**config.mk**
```make
export PLATFORM = sky130hd
export DESIGN_NAME = dmem_lsu
export DESIGN_NICKNAME = d
export VERILOG_FILES = /design/src/rtl/dmem_lsu.sv
export SDC_FILE = /design/constraint.sdc
export NUM_CORES = 1
export LEC_CHECK = 0
export BUFFER_PORTS_ARGS = -buffer_cell sky130_fd_sc_hd__clkbuf_2
export CORE_UTILIZATION = 49
export CTS_CLUSTER_SIZE = 16
export DETAILED_ROUTE_END_ITERATION = 8
export PLACE_DENSITY_LB_ADDON = 0.1
export REMOVE_ABC_BUFFERS = 1
export SLEW_MARGIN = 20
export SYNTH_ARGS = -nofsm -noshare
export SYNTH_HDL_FRONTEND = slang
export SYNTH_SLANG_ARGS = --single-unit
```
**constraint.sdc**
```tcl
create_clock -name clk -period 2 [get_ports clk]
set_input_delay 0.4 -clock clk [delete_from_list [all_inputs] [get_ports clk]]
set_output_delay 0.4 -clock clk [all_outputs]
set_load 0.01 [all_outputs]
```
**src/rtl/dmem_lsu.sv**
```systemverilog
// dmem_lsu: load/store unit sitting directly in front of a byte-enabled
// 32-bit data memory with separate read/write word-address ports.
//
// Ports:
//   clk, rstn          clock, asynchronous active-low reset
//   req_*              CPU request (valid/ready, we, funct3, byte addr, wdata)
//   resp_*             one-cycle response pulse with extended load data / error
//   mem_*              memory side: byte enables, lane-shifted write data,
//                      read/write word addresses, write enable, read data in
//
// One request is in flight at a time. Misaligned or illegal accesses are
// answered with resp_err and never touch the memory ports.
module dmem_lsu #(
   parameter int unsigned ADDR_W = 15,
   parameter int unsigned RD_LAT = 0
) (
   input  logic              clk,
   input  logic              rstn,
   input  logic              req_valid,
   output logic              req_ready,
   input  logic              req_we,
   input  logic [2:0]        req_funct3,
   input  logic [31:0]       req_addr,
   input  logic [31:0]       req_wdata,
   output logic              resp_valid,
   output logic [31:0]       resp_rdata,
   output logic              resp_err,
   output logic [3:0]        mem_byteena,
   output logic [31:0]       mem_data,
   output logic [ADDR_W-1:0] mem_rdaddress,
   output logic [ADDR_W-1:0] mem_wraddress,
   output logic              mem_wren,
   input  logic [31:0]       mem_q
);

   localparam int unsigned CNT_W = (RD_LAT > 0) ? $clog2(RD_LAT + 1) : 1;

   typedef enum logic [1:0] {
      S_IDLE,
      S_WRITE,
      S_RD_WAIT,
      S_RESP
   } state_e;

   state_e             state_q, state_d;
   logic               req_ready_q, req_ready_d;
   logic [CNT_W-1:0]   cnt_q, cnt_d;
   logic [2:0]         funct3_q, funct3_d;
   logic [1:0]         off_q, off_d;
   logic               resp_valid_q, resp_valid_d;
   logic               resp_err_q, resp_err_d;
   logic [31:0]        resp_rdata_q, resp_rdata_d;
   logic [3:0]         byteena_q, byteena_d;
   logic               wren_q, wren_d;
   logic [31:0]        data_q, data_d;
   logic [ADDR_W-1:0]  rdaddr_q, rdaddr_d;
   logic [ADDR_W-1:0]  wraddr_q, wraddr_d;

   logic               accept_c;
   logic [1:0]         off_c;
   logic [ADDR_W-1:0]  word_addr_c;
   logic               legal_c;
   logic [3:0]         be_c;
   logic [31:0]        st_data_c;
   logic [7:0]         byte_c;
   logic [15:0]        half_c;
   logic [31:0]        load_c;
   logic               unused_addr_c;

   // req_ready_q is only ever high in IDLE, so it alone qualifies acceptance
   assign accept_c      = req_valid & req_ready_q;
   assign off_c         = req_addr[1:0];
   assign word_addr_c   = req_addr[ADDR_W+1:2];
   assign unused_addr_c = ^req_addr[31:ADDR_W+2];

   // Legality: funct3 set depends on direction, then natural alignment
   always_comb begin
      legal_c = 1'b0;
      case (req_funct3)
         3'b000:  legal_c = 1'b1;
         3'b001:  legal_c = ~off_c[0];
         3'b010:  legal_c = (off_c == 2'b00);
         3'b100:  legal_c = ~req_we;
         3'b101:  legal_c = ~req_we & ~off_c[0];
         default: legal_c = 1'b0;
      endcase
   end

   // Store lanes: replicate data across the word, enable only target bytes
   always_comb begin
      be_c      = 4'b1111;
      st_data_c = req_wdata;
      case (req_funct3[1:0])
         2'b00: begin
            be_c      = 4'(4'b0001 << off_c);
            st_data_c = {4{req_wdata[7:0]}};
         end
         2'b01: begin
            be_c      = 4'(4'b0011 << off_c);
            st_data_c = {2{req_wdata[15:0]}};
         end
         default: begin
            be_c      = 4'b1111;
            st_data_c = req_wdata;
         end
      endcase
   end

   // Load extraction and sign/zero extension from the captured request
   always_comb begin
      case (off_q)
         2'd1:    byte_c = mem_q[15:8];
         2'd2:    byte_c = mem_q[23:16];
         2'd3:    byte_c = mem_q[31:24];
         default: byte_c = mem_q[7:0];
      endcase
      half_c = off_q[1] ? mem_q[31:16] : mem_q[15:0];
      case (funct3_q)
         3'b000:  load_c = {{24{byte_c[7]}}, byte_c};
         3'b001:  load_c = {{16{half_c[15]}}, half_c};
         3'b100:  load_c = {24'h0, byte_c};
         3'b101:  load_c = {16'h0, half_c};
         default: load_c = mem_q;
      endcase
   end

   // Next-state and registered-output logic
   always_comb begin
      state_d      = state_q;
      cnt_d        = cnt_q;
      funct3_d     = funct3_q;
      off_d        = off_q;
      resp_valid_d = 1'b0;
      resp_err_d   = 1'b0;
      resp_rdata_d = resp_rdata_q;
      byteena_d    = 4'b0000;
      wren_d       = 1'b0;
      data_d       = data_q;
      rdaddr_d     = rdaddr_q;
      wraddr_d     = wraddr_q;

      case (state_q)
         S_IDLE: begin
            if (accept_c) begin
               funct3_d = req_funct3;
               off_d    = off_c;
               if (!legal_c) begin
                  state_d      = S_RESP;
                  resp_valid_d = 1'b1;
                  resp_err_d   = 1'b1;
                  resp_rdata_d = 32'h0;
               end else if (req_we) begin
                  // Enables and address are registered together so they are
                  // stable for the whole write cycle
                  state_d   = S_WRITE;
                  wren_d    = 1'b1;
                  byteena_d = be_c;
                  data_d    = st_data_c;
                  wraddr_d  = word_addr_c;
               end else begin
                  state_d  = S_RD_WAIT;
                  cnt_d    = '0;
                  rdaddr_d = word_addr_c;
               end
            end
         end
         S_WRITE: begin
            state_d      = S_RESP;
            resp_valid_d = 1'b1;
            resp_rdata_d = 32'h0;
         end
         S_RD_WAIT: begin
            // mem_q is captured on the last RD_WAIT edge
            if (cnt_q == CNT_W'(RD_LAT)) begin
               state_d      = S_RESP;
               resp_valid_d = 1'b1;
               resp_rdata_d = load_c;
            end else begin
               cnt_d = cnt_q + CNT_W'(1);
            end
         end
         S_RESP: begin
            state_d = S_IDLE;
         end
         default: begin
            state_d = S_IDLE;
         end
      endcase

      req_ready_d = (state_d == S_IDLE);
   end

   // State and output registers; reset aborts any access in flight
   always_ff @(posedge clk or negedge rstn) begin
      if (!rstn) begin
         state_q      <= S_IDLE;
         req_ready_q  <= 1'b0;
         cnt_q        <= '0;
         funct3_q     <= 3'b000;
         off_q        <= 2'b00;
         resp_valid_q <= 1'b0;
         resp_err_q   <= 1'b0;
         resp_rdata_q <= 32'h0;
         byteena_q    <= 4'b0000;
         wren_q       <= 1'b0;
         data_q       <= 32'h0;
         rdaddr_q     <= '0;
         wraddr_q     <= '0;
      end else begin
         state_q      <= state_d;
         req_ready_q  <= req_ready_d;
         cnt_q        <= cnt_d;
         funct3_q     <= funct3_d;
         off_q        <= off_d;
         resp_valid_q <= resp_valid_d;
         resp_err_q   <= resp_err_d;
         resp_rdata_q <= resp_rdata_d;
         byteena_q    <= byteena_d;
         wren_q       <= wren_d;
         data_q       <= data_d;
         rdaddr_q     <= rdaddr_d;
         wraddr_q     <= wraddr_d;
      end
   end

   assign req_ready     = req_ready_q;
   assign resp_valid    = resp_valid_q;
   assign resp_err      = resp_err_q;
   assign resp_rdata    = resp_rdata_q;
   assign mem_byteena   = byteena_q;
   assign mem_wren      = wren_q;
   assign mem_data      = data_q;
   assign mem_rdaddress = rdaddr_q;
   assign mem_wraddress = wraddr_q;

endmodule

```
After elaboration in Yosys (flattened, before gate mapping):

Cells that the tools add are included.

* register bits: 110
* bits in latches: 0
* RAM bits: 0
* bits in read-only memories: 0
* input port bits: 103
* output and inout bits: 102
* word-level logic and storage cells: 85
* memories kept: 0

* add/subtract/negate cells: 1
* multiply operators: 0
* div/mod/pow operators: 0
* magnitude comparators: 0
* equality and inequality tests: 19
* shift-type cells: 2
* mux-type cells: 33
* bitwise gates (word level): 4
* reduce and logical (&&, ||, !) cells: 13

Operators with widths (number)
* 32-bit case mux with 4 select lines: 1
* 32-bit 2-to-1 mux: 3
* 32-bit case mux with 3 select lines: 1
* 32-bit case mux with 2 select lines: 1
* 8-bit case mux with 3 select lines: 1
* 16-bit 2-to-1 mux: 1
* 4-bit 2-to-1 mux: 4
* 4-bit AND reduction: 4
* 3-bit == test, second input constant: 4
* 1-bit 2-to-1 mux: 12
* 2-bit != test, second input constant: 5
* 2-bit == test, second input constant: 4
* 2-bit zero test: 4
* 2-bit 2-to-1 mux: 4
* 2-bit case mux with 4 select lines: 1
* 4-bit case mux with 2 select lines: 1
* 2-bit by 1-bit == test with 1-bit output, second input constant: 3
* 3-bit by 1-bit == test with 1-bit output, second input constant: 2
* 3-bit zero test: 2
* 1-bit case mux with 5 select lines: 1
* 1-bit by 2-bit left shift with 4-bit output, first input constant: 1
* 2-bit by 2-bit left shift with 4-bit output, first input constant: 1
* 3-bit by 2-bit == test with 1-bit output, second input constant: 1
* 1-bit case mux with 3 select lines: 1
* other kinds (7): 9

Depth between registers and ports, before layout:

* word-level depth: 7
* gate-level depth with buffers: 8
* gate-level depth less buffers: 6

Worst setup path after synthesis:

Ideal clock, no wire load.

* kind: input -> register
* start point: input port req_funct3[0]
* end point: register rdaddr_q[0] (netlist: mem_rdaddress[0])
* library setup time: 0.125 ns
* arrival: 1.835 ns
* data required time: 1.875 ns
* path slack: 0.040 ns
* stages: 6
* path buffers: 2
* cells stage by stage: buf_2 > a221oi_4 > nor2_2 > nor3_4 > buf_8 > mux2_2

* word-level cells in the longest chain between the ends: 3
* elaborated cells on any way between the ends: 7
* classes of those cells: eq/ne (4); mux (1); reduce/logical (2)

RTL lines
* start, declared: RTL line 22 `input logic [2:0] req_funct3,`
* 3-bit == test, or another cell as far along: RTL line 79 `case (req_funct3)`
* 1-bit case mux with 5 select lines *: RTL line 79
* 4-bit AND reduction (no line) *
* end signal, assigned: RTL line 221 `rdaddr_q <= rdaddr_d;`
* end, declared: RTL line 56 `logic [ADDR_W-1:0] rdaddr_q, rdaddr_d;`

Every way passes the cells marked *; elsewhere a longest branch is shown, timed or not.
A chain may end at the register's enable or synchronous reset.

Worst setup path in the final report:

* start point: register state_q[0]
* end point: register resp_rdata_q[11] (netlist: resp_rdata[11])

* word-level cells in the longest chain between the ends: 3
* elaborated cells on any way between the ends: 9
* classes of those cells: eq/ne (5); mux (1); reduce/logical (3)

RTL lines
* start, declared: RTL line 45 `state_e state_q, state_d;`
* start signal, assigned: RTL line 210 `state_q <= state_d;`
* 2-bit == test, or another cell as far along: RTL line 142 `case (state_q)`
* 2-bit != test (no line) or 3-bit nonzero test (tied branches)
* 4-bit AND reduction (no line)
* end signal, assigned: RTL line 217 `resp_rdata_q <= resp_rdata_d;`
* end, declared: RTL line 52 `logic [31:0] resp_rdata_q, resp_rdata_d;`

Parallel ways exist; a longest one is shown, timed or not.

==> summary.txt <==
Die Y-Extent -> 104 um
number of synthesized flops with an enable pin -> 0
clock root buffer -> clkbuf_8
Primary FF master, synth -> dfrtp_1
vias -> 4,145
crit share post-route -> 93.0%
Max Buffers Root-to-Sink -> 2
GRT Resource Usage Total -> 24.1%
clk sinks -> 109
IO Count -> 205
Post-Syn Area -> 5130 um^2
final cell count without fillers -> 780
P&R area growth vs syn -> 27.4%
Setup CP Type -> reg -> reg
Hold Crit Class -> in -> async
Fin. Hold Viols -> 0
Yosys cell types -> 42
CTS Buf Count -> 9
hpwl dp -> 9190 um
Pre-antenna DRT Iters -> 4
Tmin final -> 1.86 ns
critical-path maximum fanout -> 39
normalized max-slew margin -> 52.2%
Post-Synth Adder-Cell Area -> 0.731%
Layout Skew -> 0.00933 ns
dpl ws -> 0.0869 ns
CP peak stage delay -> 0.40 ns
status -> finished clean
die area -> 10,900 um^2
Initial Util -> 51.6%
FF-to-FF setup slack -> 0.14 ns
# fillers -> 825
Post-Synth XOR/XNOR Area -> 0%
fin. max-slew vios -> 0
largest family of logic cells by synthesized area -> multiplexers
PD cells -> 1340 nW/um^2
Setup TNS -> 0 ns
PortBufs -> 189
multiplexer share of the synthesized area -> 17.4%
share of cells above drive strength 1 -> 44.5%
crit path capture type -> flip-flop
worst vdd ir -> 0.678 mV
critical path, cell by cell -> inv_1 -> ha_1 -> nand3_2 -> o31a_2 -> buf_12 -> a22o_1
Crit path buffers/inverters -> 2
Avg Synthesized Cell Area -> 11.5 um^2
global-route wire length before repair -> 20,700 um
post-synthesis register bit count -> 109
placed cells -> 764
kind of cell adding the most delay to the critical path -> compound AO/OA/AOI/OAI gates
initial antenna violation count -> 0
f_max -> 0.538 GHz
ys async rst share -> 100%
total power -> 8.74 mW
synthesis warning total -> 0
DRC Markers -> 0
Synth Area in Simple Gates -> 11.4%
Compound-Gate Fraction of Synth Area -> 13.8%
Vias/cell -> 5.31
GP Congestion -> 0.823
CTS tree -> yes
1st-iter DRT viols -> 157
pin count of the biggest net entering global routing -> 110
setup fix buffers added after clock tree synthesis -> 0
CORE AREA -> 9950 um^2
Seq/Total Area, Yosys -> 53.1%
Ant. Diodes -> 0
Final Core Density -> 65.7%
Final setup viols -> 0
Nets -> 748
final worst setup slack -> 0.140 ns
critical path's slowest cell -> dfrtp_1
global route total overflow -> 0
Clock Pin Slew Worst Setup and Hold Paths -> 0.11 ns
# rows -> 36
max_cap viols -> 0
WP data required -> 2.28 ns
vias in the first global route -> 4,121
CP Data Arrival Time -> 2.14 ns
H-tree depth -> 3
final antenna-violating net count -> 0
Synth Instances -> 445
Leakage -> 3.43 nW
Post-Route WL -> 12,500 um
Worst-Skew Late Latency -> 0.39 ns
Tightest Pin Transition -> 0.698 ns
Chip Width -> 104 um
WL per Instance -> 16.1 um
Worst Setup Start Kind -> flip-flop
==> through the flow <==
stage / instance area [um^2] / hold slack, ns
floorplan: 4990 / 0.104
global placement: 6340 / 0.461
detailed placement: 6340 / 0.465
CTS: 6530 / 0.0932
global route: 6540 / 0.117
finish: 6540 / 0.0818
==> per-layer routing <==
layer	vias to the layer above	track usage, %	share of wire, %
li1	1974	-	-
met1	1998	30.4	42
met2	156	38.7	48
met3	17	7.21	7.4
met4	0	9.18	2.2
met5	-	0	0
==> sequential cells by signal, summed over array words and instances (netlist names) <==
register       flops
funct3_q           3
mem_byteena        4
mem_data          32
mem_rdaddress     15
mem_wraddress     15
mem_wren           1
off_q              2
req_ready          1
resp_err           1
resp_rdata        32
resp_valid         1
state_q            2
==> Yosys cell counts (all sizes together), types with 2 or more instances <==
library cell  number  area share [%]
inv               10            0.73
nand2             46             3.4
nor2              14             1.1
o311ai             2            0.34
mux2i             33             6.4
nor2b             13             1.6
o31ai              7             1.0
mux2              48              11
o31a               2            0.39
nand2b            29             3.5
buf               13             1.8
o21ai             34             3.3
ha                 3            0.73
nor3               3            0.51
a21oi             24             2.3
clkbuf            14             1.0
dfrtp            109              53
a22o              24             4.1
==> power by group <==
part | internal (mW) | total [mW] | switching, mW | leakage [nW]
combinational | 1.82 | 3.92 | 2.09 | 1.90
sequential | 3.01 | 3.52 | 0.514 | 1.44
clock | 0.482 | 1.30 | 0.817 | 0.0967
total | 5.32 | 8.74 | 3.42 | 3.43
==> worst reg2reg max path, cell delays in order (launching register included) <==
cell     delay, ns
dfrtp_1       0.40
inv_1         0.11
ha_1          0.29
nand3_2       0.17
o31a_2        0.35
buf_12        0.18
a22o_1        0.25
==> path summary, 6_finish.rpt <==
check                                from                end  cells past startpoint
max in group asynchronous            rstn  mem_wraddress[13]                      2
min reg2reg                resp_rdata[15]     resp_rdata[15]                      2
min                                  rstn     resp_rdata[29]                      2
max                            state_q[0]     resp_rdata[11]                      6
min in group clk             req_addr[15]  mem_wraddress[13]                      2
max reg2reg                    state_q[0]     resp_rdata[11]                      6
==> final cells by class <==
type | count | area, um^2 | share of cell area [%]
flip-flops and latches | 109 | 2730 | 41.7
clock buffers | 9 | 124 | 1.89
inverters | 10 | 37.5 | 0.574
repair buffers | 213 | 1180 | 18.0
clock inverters | 7 | 63.8 | 0.976
multi-input cells | 299 | 2240 | 34.3
well taps | 133 | 166 | 2.54
==> repair_timing <==
item | CTS | global route
endpoints found under the setup margin | 0 | 16
gates resized for setup | 0 | 1
hold buffers | 0 | 0
==> layout by cell type (no fill, tap or decap), types with 2 or more instances in the layout <==
master    synthesis  layout
a21oi_1          24      24
ha_1              3       3
clkbuf_2          0     188
dfrtp_1         109     109
inv_1            10      10
mux2i_1          33      33
o31ai_1           7       7
a22o_1           24      24
buf_4             2      21
nor2_1           13      13
buf_12            0       4
o21ai_0          34      34
clkinv_4          0       3
mux2_2           47      47
nor2b_1          13      13
clkbuf_8          0       9
nand2b_1         29      29
o311ai_0          2       2
inv_6             0       3
nand2_1          46      46
nor3_1            2       2
==> cells by family after synthesis <==
family | after synthesis
compound gates | 102
fa+ha+maj | 3
buf+inv | 37
flops | 109
mux | 82
simple gates | 112
Power figures use the tool's default switching activity.
